==> config.mk <==
export PLATFORM = sky130hd
export DESIGN_NAME = sample_framer
export DESIGN_NICKNAME = d
export VERILOG_FILES = /design/src/rtl/sample_framer.sv
export SDC_FILE = /design/constraint.sdc
export NUM_CORES = 1
export LEC_CHECK = 0
export ABC_CLOCK_PERIOD_IN_PS = 3330
export CAP_MARGIN = 30
export CORE_AREA = 8 8 297 299
export DETAILED_ROUTE_END_ITERATION = 12
export DIE_AREA = 0 0 305 307
export GPL_TIMING_DRIVEN = 0
export PLACE_DENSITY_LB_ADDON = 0.3
export RECOVER_POWER = 100
export SYNTH_ARGS = -nofsm -noshare
export SYNTH_HDL_FRONTEND = slang
export SYNTH_SLANG_ARGS = --single-unit
==> constraint.sdc <==
create_clock -name clk -period 3.33 [get_ports clk]
set_input_delay 0.666 -clock clk [delete_from_list [all_inputs] [get_ports clk]]
set_output_delay 0.666 -clock clk [all_outputs]
set_load 0.02 [all_outputs]
==> src/rtl/sample_framer.sv <==
// Purpose : frames a serial stream of folded ADC samples into overlapping ROWS+EXTRA_SAMPLES windows.
// Latency : en rises 1 cycle after the edge that accepts a frame's last sample.
// Backpr. : none; every valid sample is accepted, and frames arriving while busy are dropped (overrun).
//
// Ports:
//   clk        rising-edge clock
//   reset      asynchronous active-low reset
//   in_valid   in_sample carries a sample this cycle
//   in_sample  signed folded sample, OUT_RES bits
//   ovr_clr    clears the sticky overrun flag (a same-cycle new overrun wins)
//   frame_out  flattened frame, slice k = frame_out[k*OUT_RES +: OUT_RES], k=0 oldest
//   en         one-cycle pulse; frame_out holds the new frame from this cycle on
//   busy       holdoff counter non-zero; a frame completing now would be dropped
//   overrun    sticky: a completed frame was dropped
//   frame_tag  (only with FRAMER_TAG_EN defined) count of issued frames, wraps at 16 bits
//
// Optional feature macro: FRAMER_TAG_EN
module sample_framer #(
  parameter int OUT_RES       = 16,
  parameter int ROWS          = 32,
  parameter int EXTRA_SAMPLES = 4,
  parameter int HOLDOFF       = 33
) (
  input  logic                                      clk,
  input  logic                                      reset,
  input  logic                                      in_valid,
  input  logic [OUT_RES-1:0]                        in_sample,
  input  logic                                      ovr_clr,
  output logic [OUT_RES*(ROWS+EXTRA_SAMPLES)-1:0]   frame_out,
  output logic                                      en,
  output logic                                      busy,
  output logic                                      overrun
`ifdef FRAMER_TAG_EN
  ,
  output logic [15:0]                               frame_tag
`endif
);

  localparam int N      = ROWS + EXTRA_SAMPLES;
  localparam int CNT_W  = $clog2(N + 1);
  localparam int HOLD_W = $clog2(HOLDOFF + 1);
  localparam int WIN_W  = OUT_RES * N;

  typedef enum logic {
    ST_FILL = 1'b0,
    ST_RUN  = 1'b1
  } state_t;

  state_t             state_q;
  state_t             state_d;
  logic [CNT_W-1:0]   fill_cnt;
  logic [CNT_W-1:0]   fill_d;
  logic [HOLD_W-1:0]  hold_cnt;
  logic [WIN_W-1:0]   window;
  logic               frame_rdy;
  logic               emit;
  logic               drop;

  assign busy = (hold_cnt != '0);
  assign emit = frame_rdy && !busy;
  assign drop = frame_rdy && busy;

  // Window: newest sample enters the top slice, everything else moves one slice down,
  // so slice 0 is always the oldest sample.
  always_ff @(posedge clk or negedge reset) begin
    if (!reset) begin
      window <= '0;
    end else if (in_valid) begin
      window <= {in_sample, window[WIN_W-1:OUT_RES]};
    end
  end

  // Frame detection. The first frame needs a full window; after that every ROWS
  // samples complete a frame, which gives the EXTRA_SAMPLES overlap.
  always_comb begin
    state_d   = state_q;
    fill_d    = fill_cnt;
    frame_rdy = 1'b0;
    if (state_q == ST_FILL) begin
      if (fill_cnt == CNT_W'(N)) begin
        frame_rdy = 1'b1;
        state_d   = ST_RUN;
      end
    end else begin
      if (fill_cnt == CNT_W'(ROWS)) begin
        frame_rdy = 1'b1;
      end
    end
    // A sample accepted on the frame-boundary edge already belongs to the next
    // frame, so it seeds the restarted count to keep frames on ROWS boundaries.
    if (frame_rdy) begin
      fill_d = in_valid ? CNT_W'(1) : '0;
    end else if (in_valid) begin
      fill_d = fill_cnt + CNT_W'(1);
    end
  end

  always_ff @(posedge clk or negedge reset) begin
    if (!reset) begin
      state_q  <= ST_FILL;
      fill_cnt <= '0;
    end else begin
      state_q  <= state_d;
      fill_cnt <= fill_d;
    end
  end

  // Frame hand-off and holdoff. A frame is issued only when the previous sweep
  // has finished; otherwise it is dropped and flagged, frame_out stays put.
  always_ff @(posedge clk or negedge reset) begin
    if (!reset) begin
      frame_out <= '0;
      en        <= 1'b0;
      hold_cnt  <= '0;
      overrun   <= 1'b0;
    end else begin
      en <= emit;
      if (emit) begin
        frame_out <= window;
        hold_cnt  <= HOLD_W'(HOLDOFF - 1);
      end else if (busy) begin
        hold_cnt  <= hold_cnt - HOLD_W'(1);
      end
      if (drop) begin
        overrun <= 1'b1;
      end else if (ovr_clr) begin
        overrun <= 1'b0;
      end
    end
  end

`ifdef FRAMER_TAG_EN
  always_ff @(posedge clk or negedge reset) begin
    if (!reset) begin
      frame_tag <= '0;
    end else if (emit) begin
      frame_tag <= frame_tag + 16'd1;
    end
  end
`endif

endmodule
==> impl_metrics.py, run 1 <==
metrics = {
    "logic_synthesis": {
        "syn-mean-instance-area_um2": 18.18,
        "ys_seq_area_share_pct": 64.12,
        "ys_top_cells_by_count": "dfrtp_1 (1167), mux2_2 (624), mux2_4 (529)",
        "syn_inst": 2505,
        "synthArstFlopShare_pct": 100.0,
        "synth_top_area_cell": "dfrtp_1",
        "synthTopCellsByArea": "dfrtp_1 (64%), mux2_4 (17%), mux2_2 (15%)",
        "synth_seq_cells": 1167,
        "synth_area_um2": 45540,
        "synth_top_area_share_pct": 64.12,
        "ys_warn_count": 0,
        "synth_ff_type": "dfrtp_1",
        "synth.net_count": 2528,
        "ys_types": 30,
        "synth_enable_flop_cells": 0,
        "synth_most_common_cell": "dfrtp_1",
    },
    "setup_path": {
        "worst-setup-path-type": "reg2out",
        "start_kind": "register",
        "crit_arrival_ns": 2.49,
        "worst_setup_path_end_kind": "output pin",
        "required_ns": 2.66,
        "r2r_setup_slack_ns": 0.21,
        "crit_fanout": 6,
    },
    "grt": {
        "met3_usage_pct": 7.916,
        "grt_max_degree": 191,
        "grt.total_usage_pct": 23.49,
        "busiest_layer": "met2",
        "grt_pass1_wl_um": 171800,
        "grtUsageMet1_pct": 28.45,
        "antenna_found_initial": 3,
        "met2_usage_pct": 39.17,
        "grt_pass1_vias": 26969,
        "overflow": 0,
    },
    "place": {
        "gp_congestion": 0.8531,
        "dp_cells": 4188,
        "hpwl_um": 80700,
        "port-buffer-count": 597,
    },
    "detailed_routing": {
        "drtAntennaViolNets": 0,
        "drt-pass1-iter-count": 4,
        "routed_wl_um": 109800,
        "wl_per_cell_um": 24.96,
        "vias": 23572,
        "dr.first_iter.drc_count": 1032,
        "vias_per_cell": 5.360,
        "route.detailed.drc": 0,
    },
    "final_layout": {
        "fin_cells": 4398,
        "area_growth_syn_to_layout_pct": 20.41,
        "fin_nets": 3247,
        "drive_gt1_share_pct": 29.15,
    },
    "cts": {
        "htree_levels": 3,
        "worstSkewPairLatency_ns": 0.67,
        "clockBufferDepth": 3,
        "tritoncts": "built",
        "cts_setup_buffers": 0,
        "clk_pin_slew_worst_paths_ns": 0.06,
        "cts_made_buffers": 114,
        "root_buffer": "clkbuf_16",
        "cts_hold_buf": 0,
        "cts_sinks": 1167,
    },
    "pwr": {
        "cellPowerDensity_nw_per_um2": 661.0,
        "switching_power_uw": 9378,
        "p_leak_uw": 0.02885,
        "seq_power_share_pct": 53.2,
        "clockPowerShare_pct": 35.8,
        "p_total_uw": 36240,
        "power.internal_uw": 26870,
        "power_frac_comb_pct": 11.0,
        "p_sw_share_pct": 25.88,
        "ir_drop_v": 0.0004481,
    },
    "floorplanning": {
        "die_x_um": 305,
        "die_y_um": 307,
        "core_area_um2": 83160,
        "start_util_pct": 54.77,
        "dieArea_um2": 93640,
        "fp-row-count": 106,
        "ios": 599,
    },
    "timing": {
        "finalHoldViolations": 12,
        "period_needed_ns": 3.159,
        "hold_ws_ns": -0.04219,
        "tightestPinTransition_ns": 1.014,
        "maxSlewViolCount": 0,
        "fmax_ghz": 0.3166,
        "finalCritPeriodShare_pct": 94.86,
        "setup_viol": 0,
        "maxSlewHeadroom_pct": 32.42,
        "grt_setup_unrepaired": "false",
        "skew_ns": 0.02570,
    },
    "run_status": {
        "status": "finished, violations left",
        "violations": "negative hold slack",
    },
    "flow_run": {
        "cap_violations": 0,
    },
    "hold_path": {
        "hold_class": "in2async",
    },
}
[power by group through the flow]
stage	sequential, µW	combinational [µW]	clock, µW
global placement	19600	3860	0
CTS	19400	4250	13200
floorplan	18600	2980	0
detailed placement	19700	4190	0
global route	19600	4360	13800
finish	19300	3970	13000
[path summary, 6_finish.rpt]
check | cells past startpoint | start | end
min reg2reg | 1 | frame_out[419]$_DFFE_PN0P_ | frame_out[419]$_DFFE_PN0P_
min | 1 | reset | frame_out[233]$_DFFE_PN0P_
max | 6 | hold_cnt[0]$_DFFE_PN0P_ | busy
max in group asynchronous | 4 | reset | frame_out[536]$_DFFE_PN0P_
max reg2reg | 8 | fill_cnt[0]$_DFFE_PN0P_ | frame_out[504]$_DFFE_PN0P_
min in group clk | 1 | frame_out[419]$_DFFE_PN0P_ | frame_out[419]$_DFFE_PN0P_
[worst max-delay path, stage by stage, from the launching register on]
cell             delay [ns]
dfrtp_1                0.43
inv_1                  0.08
ha_1                   0.19
nor2b_2                0.28
and2_2                 0.26
inv_1                  0.05
clkdlybuf4s50_1        0.55
[through the flow]
step	area (µm²)	setup TNS [ns]	utilization (%)	hold WS (ns)	worst slack [ns]
2_1_floorplan	45540	0	-	0.3704	1.337
6_report	54840	0	65.94	-0.04219	0.1713
3_5_place_dp	53050	-48.74	63.80	0.4931	-0.3058
4_1_cts	56880	0	68.40	0.01703	0.07411
5_1_grt	54830	0	65.94	0.03100	0.02208
3_3_place_gp	52870	-	63.58	0.4865	-47.97
[sequential cells by signal, indices dropped and copies added (netlist names)]
name       count
frame_out    576
overrun        1
en             1
window       576
fill_cnt       6
state_q        1
hold_cnt       6
[final cells by class]
type / instances / area (µm²)
diodes: 1 / 2.502
plain buffers: 130 / 589.3
clock buffers: 172 / 3372
clock inverters: 37 / 451.7
fillers: 5962 / 28320
inverters: 7 / 26.28
multi-input cells: 1201 / 13690
flip-flops and latches: 1167 / 29200
well taps: 1080 / 1351
repair buffers: 603 / 6146
[layout by cell type (no fill, tap or decap), types with 7 or more instances in the layout]
cell | synthesis | layout
clkbuf_2 | 0 | 50
dfrtp_1 | 1167 | 1167
clkinv_2 | 0 | 21
bufinv_16 | 0 | 8
inv_1 | 7 | 7
dlygate4sd3_1 | 0 | 578
mux2_2 | 624 | 617
mux2_1 | 0 | 437
clkdlybuf4s50_1 | 0 | 18
clkbuf_1 | 13 | 99
o21ai_0 | 8 | 8
clkbuf_16 | 0 | 115
clkbuf_8 | 0 | 28
mux2_4 | 529 | 99
[logic make-up after synthesis]
| logic type | synth area share (%) |
|---|---|
| buf+inv | 2.272 |
| flops | 64.12 |
| compound gates | 0.2061 |
| simple gates | 0.3104 |
| xor+xnor | 0.1154 |
| fa+ha+maj | 0.08243 |
| mux | 32.89 |
[what timing repair did]
item | 4_1_cts | 5_1_grt
endpoints found under the hold margin | 0 | 0
endpoints found under the setup margin | 1 | 1
resized for setup | 1 | 1
[metal layers]
layer  part of all wire [%]  routed length [µm]
met1                     39               42750
met2                     49               54130
met3                    8.2                8969
met4                    3.6                3918
met5                      0                   0
Power figures use the tool's default switching activity.
==> run 2: changes to the inputs <==
--- a/config.mk
+++ b/config.mk
@@ -13,6 +13,7 @@
 export GPL_TIMING_DRIVEN = 0
 export PLACE_DENSITY_LB_ADDON = 0.3
 export RECOVER_POWER = 100
+export SKIP_CTS_REPAIR_TIMING = 1
 export SYNTH_ARGS = -nofsm -noshare
 export SYNTH_HDL_FRONTEND = slang
 export SYNTH_SLANG_ARGS = --single-unit
==> run 2 against run 1 <==
  * The flow still finishes with violations (negative hold slack)
  * Sequential share of layout area is essentially flat
  * Clock power is essentially flat
  * Critical path depth is the same
  * Highest routed layer unchanged
  * Non-clock buffer count is the same
  * Sequential power is essentially flat
  * Combinational power is essentially flat
  * Worst setup slack gained 0.0079 ns
==> impl_metrics.py, run 2 (synthesized netlist as in run 1, its figures left out) <==
metrics = {
    "detailed_routing": {
        "wl_per_cell_um": 24.97,
        "vias": 23576,
        "dr.first_iter.drc_count": 969,
        "vias_per_cell": 5.361,
        "routed_wl_um": 109800,
        "route.detailed.drc": 0,
        "drtAntennaViolNets": 0,
        "drt-pass1-iter-count": 5,
    },
    "setup_path": {
        "critical-path-top-delay-family": "buffers and inverters",
        "crit_top_cell": "inv_1",
        "cpMaxStageDelayCell": "clkdlybuf4s50_1",
        "r2r_cells": 8,
        "r2r_start": "fill_cnt[0]$_DFFE_PN0P_",
        "start_kind": "register",
        "r2r_setup_slack_ns": 0.19,
        "crit_fanout": 6,
        "slowest_delay_ns": 0.55,
        "worst_setup_path_end_kind": "output pin",
        "required_ns": 2.66,
        "r2r-end": "frame_out[565]$_DFFE_PN0P_",
        "worst-setup-path-type": "reg2out",
        "crit_arrival_ns": 2.48,
        "path_cells": "inv_1 -> ha_1 -> nor2b_2 -> and2_2 -> inv_1 -> clkdlybuf4s50_1",
        "critPathBufInv": 3,
    },
    "cts": {
        "tritoncts": "built",
        "root_buffer": "clkbuf_16",
        "clockBufferDepth": 3,
        "worstSkewPairLatency_ns": 0.67,
        "cts_made_buffers": 114,
        "cts_sinks": 1167,
        "clk_pin_slew_worst_paths_ns": 0.06,
        "htree_levels": 3,
    },
    "floorplanning": {
        "start_util_pct": 54.77,
        "die_y_um": 307,
        "ios": 599,
        "die_x_um": 305,
        "dieArea_um2": 93640,
        "fp-row-count": 106,
        "core_area_um2": 83160,
    },
    "grt": {
        "overflow": 0,
        "grt_max_degree": 191,
        "grt_pass1_wl_um": 171800,
        "antenna_found_initial": 3,
        "grt.total_usage_pct": 23.49,
        "grt_pass1_vias": 26972,
    },
    "timing": {
        "hold_ws_ns": -0.04367,
        "finalHoldViolations": 12,
        "skew_ns": 0.02520,
        "fin_ws_ns": 0.1792,
        "maxSlewHeadroom_pct": 31.94,
        "finalCritPeriodShare_pct": 94.62,
        "tightestPinTransition_ns": 1.021,
        "period_needed_ns": 3.151,
        "grt_setup_unrepaired": "false",
        "fmax_ghz": 0.3174,
        "setup_viol": 0,
        "maxSlewViolCount": 0,
    },
    "final_layout": {
        "largestRegisters": "frame_out (576), window (576)",
        "area_growth_syn_to_layout_pct": 20.42,
        "mostFrequentLayoutCells": "dfrtp_1 (1167), mux2_2 (617), dlygate4sd3_1 (578)",
        "fin_util_pct": 65.95,
        "fin_nets": 3247,
        "drive_gt1_share_pct": 29.18,
        "final_common_cell": "dfrtp_1",
    },
    "place": {
        "port-buffer-count": 597,
        "place_ws_ns": -0.3058,
        "hpwl_um": 80700,
        "gp_congestion": 0.8531,
    },
    "flow_run": {
        "cap_violations": 0,
    },
    "pwr": {
        "p_sw_share_pct": 25.88,
        "clockPowerShare_pct": 35.8,
        "cellPowerDensity_nw_per_um2": 661.0,
        "power.internal_uw": 26870,
        "seq_power_share_pct": 53.3,
        "ir_drop_v": 0.0004490,
        "p_leak_uw": 0.02885,
        "power_frac_comb_pct": 11.0,
        "switching_power_uw": 9381,
        "p_total_uw": 36250,
    },
    "run_status": {
        "violations": "negative hold slack",
        "status": "finished, violations left",
    },
    "hold_path": {
        "hold_class": "in2async",
    },
}
## run 2: cell type report
cell class,instances,area (µm²)
Fill cell,5960,28320
Antenna cell,1,2.502
Multi-Input combinational cell,1201,13700
Buffer,130,589.3
Tap cell,1080,1351
Sequential cell,1167,29200
Timing Repair Buffer,603,6146
Clock inverter,37,451.7
Inverter,7,26.28
Clock buffer,172,3372
## run 2: metrics by stage
| step | setup TNS [ns] | cells | area (µm²) |
|---|---|---|---|
| final | 0 | 4398 | 54840 |
| after detailed placement | -48.74 | 4188 | 53050 |
| after CTS | -0.03633 | 4397 | 56880 |
| after floorplan | 0 | 2505 | 45540 |
| after global routing | 0 | 4397 | 54840 |
| after global placement | - | 4182 | 52870 |
## run 2: how the worst max path moves through the flow
stage | startpoint | endpoint | slack, ns | cells after the start
floorplan | in_valid | window[351]$_DFFE_PN0P_ | 1.34 | 5
global placement | reset | frame_out[568]$_DFFE_PN0P_ | -47.97 | 1
detailed placement | reset | window[554]$_DFFE_PN0P_ | -0.31 | 4
CTS | hold_cnt[0]$_DFFE_PN0P_ | busy | -0.04 | 6
global route | fill_cnt[0]$_DFFE_PN0P_ | frame_out[504]$_DFFE_PN0P_ | 0.02 | 8
finish | hold_cnt[0]$_DFFE_PN0P_ | busy | 0.18 | 6
## run 2: power groups by stage
stage	sequential, µW	combinational (µW)	clock (µW)
finish	19300	3970	13000
CTS	19400	4250	13200
global placement	19600	3860	0
global route	19600	4360	13800
detailed placement	19700	4190	0
floorplan	18600	2980	0
## run 2: routing by layer
layer  GRT usage [%]  up-vias  share of wire (%)
li1                -    10349                  -
met5               0        -                  0
met2           39.17      590                 49
met1           28.46    12457                 39
met3           7.916      180                7.8
met4           8.640        0                3.6
